**config.mk**
```make
export PLATFORM = sky130hd
export DESIGN_NAME = rtc_bcd_alarm_flat
export DESIGN_NICKNAME = d
export VERILOG_FILES = /design/src/rtl/rtc_bcd_alarm_pkg.sv /design/src/rtl/rtc_bcd_alarm_if.sv /design/src/rtl/bcd_mod_counter.sv /design/src/rtl/rtc_bcd_alarm.sv /design/src/flat_wrapper.sv
export SDC_FILE = /design/constraint.sdc
export NUM_CORES = 1
export LEC_CHECK = 0
export ABC_AREA = 0
export CORE_ASPECT_RATIO = 1.75
export CORE_UTILIZATION = 40
export CTS_CLUSTER_SIZE = 24
export DETAILED_ROUTE_END_ITERATION = 6
export PLACE_DENSITY_LB_ADDON = 0.25
export SLEW_MARGIN = 20
export SYNTH_ARGS = -nofsm -noshare
export SYNTH_HDL_FRONTEND = slang
export SYNTH_SLANG_ARGS = --single-unit
```
**constraint.sdc**
```tcl
create_clock -name clk -period 10.6 [get_ports clk]
set_input_delay 2.65 -clock clk [delete_from_list [all_inputs] [get_ports clk]]
set_output_delay 2.65 -clock clk [all_outputs]
set_load 0.02 [all_outputs]
```
**src/rtl/rtc_bcd_alarm_pkg.sv**
```systemverilog
// Shared BCD types, field limits and conversion helpers for the real-time clock.
package rtc_pkg;

    typedef logic [7:0] bcd_t;

    localparam bcd_t MAX_SEC = 8'h59;
    localparam bcd_t MAX_MIN = 8'h59;
    localparam bcd_t MAX_HR  = 8'h23;

    function automatic logic bcd_legal(bcd_t b, bcd_t max);
        return (b[7:4] <= 4'd9) && (b[3:0] <= 4'd9) && (b <= max);
    endfunction

    // Assumes a legal BCD input; wraps from max to 00.
    function automatic bcd_t bcd_inc(bcd_t v, bcd_t max);
        if (v == max)
            return '0;
        else if (v[3:0] == 4'd9)
            return {v[7:4] + 4'd1, 4'd0};
        else
            return {v[7:4], v[3:0] + 4'd1};
    endfunction

    // Returns {pm, hr12}; goes through binary so the 13..23 -> 01..11 fold needs no BCD borrow logic.
    function automatic logic [8:0] hr24_to_12(bcd_t h);
        logic [7:0] b;
        b = {4'd0, h[7:4]} * 8'd10 + {4'd0, h[3:0]};
        if (b == 8'd0)
            b = 8'd12;
        else if (b > 8'd12)
            b = b - 8'd12;
        return {h >= 8'h12, 4'(b / 8'd10), 4'(b % 8'd10)};
    endfunction

endpackage

```
**src/rtl/rtc_bcd_alarm_if.sv**
```systemverilog
// Control/status bundle between the clock core and its host register bank.
interface rtc_bcd_alarm_if;
    import rtc_pkg::*;

    logic run;
    logic mode_12h;
    logic set_valid;
    bcd_t set_sec;
    bcd_t set_min;
    bcd_t set_hr;
    logic set_ack;
    logic set_err;
    logic alarm_wr;
    bcd_t alarm_hr;
    bcd_t alarm_min;
    logic alarm_en;
    logic alarm_clr;
    bcd_t sec;
    bcd_t min;
    bcd_t hr;
    logic pm;
    logic day_tick;
    logic alarm_irq;

    modport slave (
        input  run, mode_12h, set_valid, set_sec, set_min, set_hr,
        input  alarm_wr, alarm_hr, alarm_min, alarm_en, alarm_clr,
        output set_ack, set_err, sec, min, hr, pm, day_tick, alarm_irq
    );

    modport master (
        output run, mode_12h, set_valid, set_sec, set_min, set_hr,
        output alarm_wr, alarm_hr, alarm_min, alarm_en, alarm_clr,
        input  set_ack, set_err, sec, min, hr, pm, day_tick, alarm_irq
    );

endinterface

```
**src/rtl/bcd_mod_counter.sv**
```systemverilog
// Two-digit packed-BCD modulo counter with parallel load; wrap flags the MAX->00 step.
module bcd_mod_counter
    import rtc_pkg::*;
#(
    parameter bcd_t MAX = 8'h59
) (
    input  logic clk,
    input  logic rst,
    input  logic inc,
    input  logic load,
    input  bcd_t load_val,
    output bcd_t val,
    output logic wrap
);

    bcd_t r_val;

    always_ff @(posedge clk) begin
        if (rst)
            r_val <= '0;
        else if (load)
            r_val <= load_val;
        else if (inc)
            r_val <= bcd_inc(r_val, MAX);
    end

    assign val  = r_val;
    assign wrap = inc & (r_val == MAX);

endmodule

```
**src/rtl/rtc_bcd_alarm.sv**
```systemverilog
// BCD real-time clock: prescaler, sec/min/hr24 chain, validated load, 12/24 h display and alarm.
module rtc_bcd_alarm
    import rtc_pkg::*;
#(
    parameter int unsigned TICK_DIV = 1
) (
    input  logic          clk,
    input  logic          rst,
    rtc_bcd_alarm_if.slave bus
);

    localparam int unsigned        PRE_W    = (TICK_DIV > 1) ? $clog2(TICK_DIV) : 1;
    localparam logic [PRE_W-1:0]   PRE_LAST = PRE_W'(TICK_DIV - 1);

    logic [PRE_W-1:0] r_pre;
    bcd_t             r_alarm_hr, r_alarm_min, r_hr;
    logic             r_pm, r_set_ack, r_set_err, r_day_tick, r_alarm_irq;

    logic             w_tick, w_set_legal, w_load, w_inc_sec;
    logic             w_sec_wrap, w_min_wrap, w_hr_wrap, w_match;
    bcd_t             w_sec, w_min, w_hr24, w_min_next, w_hr24_next;
    logic [8:0]       w_disp;

    assign w_tick      = bus.run & (r_pre == PRE_LAST);
    assign w_set_legal = bcd_legal(bus.set_sec, MAX_SEC) &
                         bcd_legal(bus.set_min, MAX_MIN) &
                         bcd_legal(bus.set_hr,  MAX_HR);
    assign w_load      = bus.set_valid & w_set_legal;
    assign w_inc_sec   = w_tick & ~w_load;

    bcd_mod_counter #(.MAX(MAX_SEC)) u_sec (
        .clk(clk), .rst(rst), .inc(w_inc_sec), .load(w_load),
        .load_val(bus.set_sec), .val(w_sec), .wrap(w_sec_wrap)
    );

    bcd_mod_counter #(.MAX(MAX_MIN)) u_min (
        .clk(clk), .rst(rst), .inc(w_sec_wrap), .load(w_load),
        .load_val(bus.set_min), .val(w_min), .wrap(w_min_wrap)
    );

    bcd_mod_counter #(.MAX(MAX_HR)) u_hr (
        .clk(clk), .rst(rst), .inc(w_min_wrap), .load(w_load),
        .load_val(bus.set_hr), .val(w_hr24), .wrap(w_hr_wrap)
    );

    // Look-ahead of the counter state so display and alarm register on the same edge as the counters.
    always_comb begin
        w_min_next  = w_sec_wrap ? bcd_inc(w_min, MAX_MIN) : w_min;
        w_hr24_next = w_load ? bus.set_hr :
                      (w_min_wrap ? bcd_inc(w_hr24, MAX_HR) : w_hr24);
        w_match     = bus.alarm_en & w_sec_wrap &
                      (w_min_next == r_alarm_min) & (w_hr24_next == r_alarm_hr);
        w_disp      = hr24_to_12(w_hr24_next);
    end

    always_ff @(posedge clk) begin
        if (rst) begin
            r_pre       <= '0;
            r_hr        <= '0;
            r_pm        <= 1'b0;
            r_set_ack   <= 1'b0;
            r_set_err   <= 1'b0;
            r_day_tick  <= 1'b0;
            r_alarm_hr  <= '0;
            r_alarm_min <= '0;
            r_alarm_irq <= 1'b0;
        end else begin
            if (w_load)
                r_pre <= '0;
            else if (bus.run)
                r_pre <= w_tick ? '0 : r_pre + PRE_W'(1);

            r_hr       <= bus.mode_12h ? w_disp[7:0] : w_hr24_next;
            r_pm       <= w_disp[8];
            r_set_ack  <= w_load;
            r_set_err  <= bus.set_valid & ~w_set_legal;
            r_day_tick <= w_hr_wrap;

            if (bus.alarm_wr) begin
                r_alarm_hr  <= bus.alarm_hr;
                r_alarm_min <= bus.alarm_min;
            end

            if (w_match)
                r_alarm_irq <= 1'b1;
            else if (bus.alarm_clr)
                r_alarm_irq <= 1'b0;
        end
    end

    assign bus.sec       = w_sec;
    assign bus.min       = w_min;
    assign bus.hr        = r_hr;
    assign bus.pm        = r_pm;
    assign bus.set_ack   = r_set_ack;
    assign bus.set_err   = r_set_err;
    assign bus.day_tick  = r_day_tick;
    assign bus.alarm_irq = r_alarm_irq;

endmodule

```
**src/flat_wrapper.sv**
```systemverilog
// flat-port wrapper written by rule: the top's interface ports become plain ports
module rtc_bcd_alarm_flat import rtc_pkg::*;
#(
    parameter int unsigned TICK_DIV = 1
)
  (clk, rst, bus_run, bus_mode_12h, bus_set_valid, bus_set_sec, bus_set_min, bus_set_hr, bus_alarm_wr, bus_alarm_hr, bus_alarm_min, bus_alarm_en, bus_alarm_clr, bus_set_ack, bus_set_err, bus_sec, bus_min, bus_hr, bus_pm, bus_day_tick, bus_alarm_irq);
  rtc_bcd_alarm_if bus_i ();
  input  logic clk;
  input  logic rst;
  input wire logic [$bits(bus_i.run)-1:0] bus_run;
  input wire logic [$bits(bus_i.mode_12h)-1:0] bus_mode_12h;
  input wire logic [$bits(bus_i.set_valid)-1:0] bus_set_valid;
  input wire logic [$bits(bus_i.set_sec)-1:0] bus_set_sec;
  input wire logic [$bits(bus_i.set_min)-1:0] bus_set_min;
  input wire logic [$bits(bus_i.set_hr)-1:0] bus_set_hr;
  input wire logic [$bits(bus_i.alarm_wr)-1:0] bus_alarm_wr;
  input wire logic [$bits(bus_i.alarm_hr)-1:0] bus_alarm_hr;
  input wire logic [$bits(bus_i.alarm_min)-1:0] bus_alarm_min;
  input wire logic [$bits(bus_i.alarm_en)-1:0] bus_alarm_en;
  input wire logic [$bits(bus_i.alarm_clr)-1:0] bus_alarm_clr;
  output wire logic [$bits(bus_i.set_ack)-1:0] bus_set_ack;
  output wire logic [$bits(bus_i.set_err)-1:0] bus_set_err;
  output wire logic [$bits(bus_i.sec)-1:0] bus_sec;
  output wire logic [$bits(bus_i.min)-1:0] bus_min;
  output wire logic [$bits(bus_i.hr)-1:0] bus_hr;
  output wire logic [$bits(bus_i.pm)-1:0] bus_pm;
  output wire logic [$bits(bus_i.day_tick)-1:0] bus_day_tick;
  output wire logic [$bits(bus_i.alarm_irq)-1:0] bus_alarm_irq;
  assign bus_i.run = bus_run;
  assign bus_i.mode_12h = bus_mode_12h;
  assign bus_i.set_valid = bus_set_valid;
  assign bus_i.set_sec = bus_set_sec;
  assign bus_i.set_min = bus_set_min;
  assign bus_i.set_hr = bus_set_hr;
  assign bus_i.alarm_wr = bus_alarm_wr;
  assign bus_i.alarm_hr = bus_alarm_hr;
  assign bus_i.alarm_min = bus_alarm_min;
  assign bus_i.alarm_en = bus_alarm_en;
  assign bus_i.alarm_clr = bus_alarm_clr;
  assign bus_set_ack = bus_i.set_ack;
  assign bus_set_err = bus_i.set_err;
  assign bus_sec = bus_i.sec;
  assign bus_min = bus_i.min;
  assign bus_hr = bus_i.hr;
  assign bus_pm = bus_i.pm;
  assign bus_day_tick = bus_i.day_tick;
  assign bus_alarm_irq = bus_i.alarm_irq;
  rtc_bcd_alarm #(.TICK_DIV(TICK_DIV)) u_core (.clk(clk), .rst(rst), .bus(bus_i));
endmodule
```
==> impl_metrics.py <==
metrics = {
    "sta": {
        "fin_skew_ps": 4.989,
        "report.final.setup_viol": 0,
        "worst_pin_slew_ps": 975.7,
        "period_minus_slack_ps": 9585,
        "min_period_over_period_pct": 90.42,
        "finalMaxSlewViolations": 0,
        "fmax_mhz": 104.3,
        "hold_violations": 0,
        "slew_headroom_pct": 34.95,
        "rsz0062_at_grt": "no",
        "tns_ps": 0,
    },
    "cells_and_area": {
        "final_util_pct": 51.74,
        "final_nets": 658,
        "stdcell_count": 713,
        "syn2layout_area_growth_pct": 25.40,
        "antennaDiodeCount": 0,
        "fillers": 971,
        "layout-drive-gt1-share_pct": 5.102,
    },
    "drt": {
        "drtPass1Iterations": 4,
        "wl_met3_um": 495,
        "wl_per_cell_um": 16.61,
        "wl_met2_um": 6407,
        "drtIter0Drc": 226,
        "vias": 4154,
        "ant_nets": 0,
        "drt-met1-wl_um": 4279,
        "vias_per_cell": 5.826,
        "highest_layer": "met4",
        "wirelength_um": 11850,
        "route.detailed.drc": 0,
    },
    "pwr": {
        "internal_power_uw": 368.6,
        "switching_share_pct": 25.61,
        "power.leakage_uw": 0.001993,
        "powerDensity_nw_per_um2": 97.24,
        "clkPwrFrac_pct": 37.1,
        "power_switching_uw": 126.9,
        "pwr-share-comb_pct": 19.5,
        "peakVddDrop_uv": 91.84,
        "seqPwrFrac_pct": 43.4,
    },
    "run": {
        "drv_cap": 0,
    },
    "synth": {
        "postSynthAreaPerCell_um2": 7.800,
        "synth_seq_cells": 54,
        "synth-async-reset-ratio_pct": 0,
        "synthCells": 521,
        "ys_seq_area_share_pct": 26.60,
        "synth_warnings": 0,
        "synth-edff-count": 0,
        "syn-num-nets": 592,
        "synthFlopType": "dfxtp_1",
        "yosys.cell_types.count": 71,
        "netlist_area_um2": 4064,
    },
    "clock_network": {
        "cts.clk_slew.worst_paths_ps": 70,
        "cts_buffer_depth": 2,
        "clock-sinks": 54,
        "post_cts_buffers": 0,
        "cts-resized-gates": 0,
        "clock_latency_ps": 300,
        "cts_tree": "yes",
        "root_buffer": "clkbuf_16",
        "postCtsHoldBufs": 0,
        "cts_max_level": 2,
        "numCtsBuffers": 5,
    },
    "floorplanning": {
        "rows": 48,
        "chipHeight_um": 135.3,
        "die-area_um2": 10580,
        "core_um2": 9849,
        "io_pins": 77,
        "die-width_um": 78.20,
        "start_util_pct": 41.26,
    },
    "outcome": {
        "status": "finished, final reports clean",
    },
    "setup_path": {
        "regToRegSetupSlack_ps": 3150,
        "endpoint_kind": "register",
        "arrival_ps": 9780,
        "critPathLaunchType": "input pin",
        "required_ps": 10790,
        "worst_path_most_repeated_cell": "o21ai_0",
        "crit_type": "in2reg",
        "slowest_stage": "o2bb2ai_1",
        "crit_buf_inv": 4,
        "crit_path_max_incr_delay_ps": 740,
        "critPathTopFamily": "compound AO/OA/AOI/OAI gates",
        "cp_max_fo": 13,
    },
    "placed_design": {
        "port-buffer-count": 76,
        "gp_congestion": 0.9408,
        "hpwlAfterDp_um": 9437,
        "dp_cells": 705,
    },
    "grt": {
        "grt_pass1_wl_um": 18910,
        "first_global_vias": 3982,
        "grt_usage_pct": 22.95,
        "overflow": 0,
        "grt_max_degree": 57,
        "antenna_found_initial": 0,
    },
    "hold_path": {
        "hold_path.class": "reg2reg",
    },
}
==> worst reg2reg max path, stage by stage (launching register included) <==
cell	delay, ps
dfxtp_1	520
ha_1	240
nand3b_1	190
or4_4	580
o21a_4	240
o21ai_4	210
inv_2	150
ha_1	330
ha_1	220
inv_1	70
fa_1	450
nor2b_1	210
nand4_1	190
and2_1	220
a22oi_1	510
nand4_1	250
o2bb2ai_1	740
o21ai_0	230
o311a_1	220
nor3_4	350
o21ai_0	140
a22oi_1	240
ha_1	200
inv_1	70
xnor2_1	120
o21ai_0	140
a31oi_1	60
a221oi_1	270
==> state kept, by name, indices dropped and copies added, names as in the netlist, 8 cells and up <==
| name | flops |
|---|---|
| u_core.r_alarm_min | 8 |
| u_core.u_sec.val | 8 |
| u_core.r_alarm_hr | 8 |
| u_core.u_min.val | 8 |
| u_core.u_hr.val | 8 |
| u_core.bus.hr | 8 |
==> per-layer routing <==
layer  vias up  global-route usage, %
li1       2045                      -
met1      1927                  23.36
met2       141                  42.98
met3        41                  2.357
met4         0                  15.84
met5         -                      0
==> final timing paths <==
check | from | end | cells after the start
worst min-delay path | u_core.bus.alarm_irq$_SDFFE_PP0P_ | u_core.bus.alarm_irq$_SDFFE_PP0P_ | 2
worst max register to register | u_core.u_min.val[0]$_SDFF_PP0_ | u_core.bus.hr[3]$_SDFF_PP0_ | 27
worst max-delay path | bus_run | u_core.bus.hr[3]$_SDFF_PP0_ | 28
worst min register to register | u_core.bus.alarm_irq$_SDFFE_PP0P_ | u_core.bus.alarm_irq$_SDFFE_PP0P_ | 2
==> area by class of cell <==
cell class	instances	area (um^2)	area share, %
sequential	54	1081	21.21
clock buffer	5	125.1	2.455
tap	125	156.4	3.069
timing repair buffer	83	808.3	15.86
clock inverter	3	40.04	0.7857
inverter	23	86.33	1.694
multi-input combinational	420	2799	54.92
==> metrics by stage <==
step	setup slack [ps]	area, um^2	power [uW]	hold WS (ps)
after floorplan	2190	4064	277.5	476.0
after global placement	1037	4931	313.9	465.1
after detailed placement	821.8	4931	316.4	490.7
after CTS	1096	5096	499.7	500.2
after global routing	351.0	5096	518.2	515.5
final	1015	5096	495.5	487.7
==> synthesized netlist by cell type (all sizes together), types with 3 or more instances <==
cell type,n,area share [%]
o21a,3,0.74
a21oi,27,3.3
mux2i,21,5.2
nand3,21,2.6
o21ai,26,3.5
nor3,38,5.2
nor4b,3,0.65
or2,3,0.46
xnor2,15,3.2
nor4,6,1.1
nand2,35,3.2
xor2,8,1.7
and3,4,0.62
nand3b,4,0.74
or3,7,1.1
and2,3,0.46
a2bb2oi,3,0.65
a21boi,3,0.65
a22oi,3,0.55
inv,23,2.1
buf,6,0.71
nor3b,4,0.74
a211oi,13,2.4
and3b,5,1.1
nor2b,10,1.5
nor2,66,6.1
a221oi,3,0.65
o211ai,6,1.1
nand4,10,1.5
a31oi,4,0.62
dfxtp,54,27
ha,21,6.5
nand2b,5,0.77
clkbuf,18,1.7
o32ai,3,0.65
==> cells in the final DEF, fill, tap and decap left out, drive strengths merged, types with 3 or more instances in the layout <==
master,instances
buf,8
o21ai,26
nor3b,4
xnor2,15
ha,21
a2bb2oi,3
a22oi,3
a221oi,3
clkbuf,5
mux2i,21
dfxtp,54
o211ai,6
o32ai,3
or2,3
nand3,21
nand2b,5
nor4,6
o21a,3
nor2,66
nand3b,4
clkdlybuf4s50,75
nor4b,3
and2,3
and3,4
and3b,5
nand2,35
nor3,38
inv,23
a21oi,27
a21boi,3
a31oi,4
nand4,10
xor2,8
a211oi,13
nor2b,10
or3,7
==> cell families after synthesis <==
kind of cell	Yosys count	synth area share, %
adder cells (fa/ha/maj)	23	7.451
AND/OR/NAND/NOR	230	29.34
XOR/XNOR	23	4.957
buffers and inverters	47	4.526
flip-flops	54	26.60
AO/OA/AOI/OAI	123	21.95
multiplexers	21	5.172
==> power by group through the flow <==
stage          clock [uW]  combinational [uW]  sequential [uW]
3_3_place_gp            0                94.1              220
2_1_floorplan           0                55.3              222
4_1_cts               188                97.1              215
5_1_grt               196                 106              216
6_report              184                96.8              215
3_5_place_dp            0                96.6              220
Note: power is estimated with default switching activity, not from simulation.
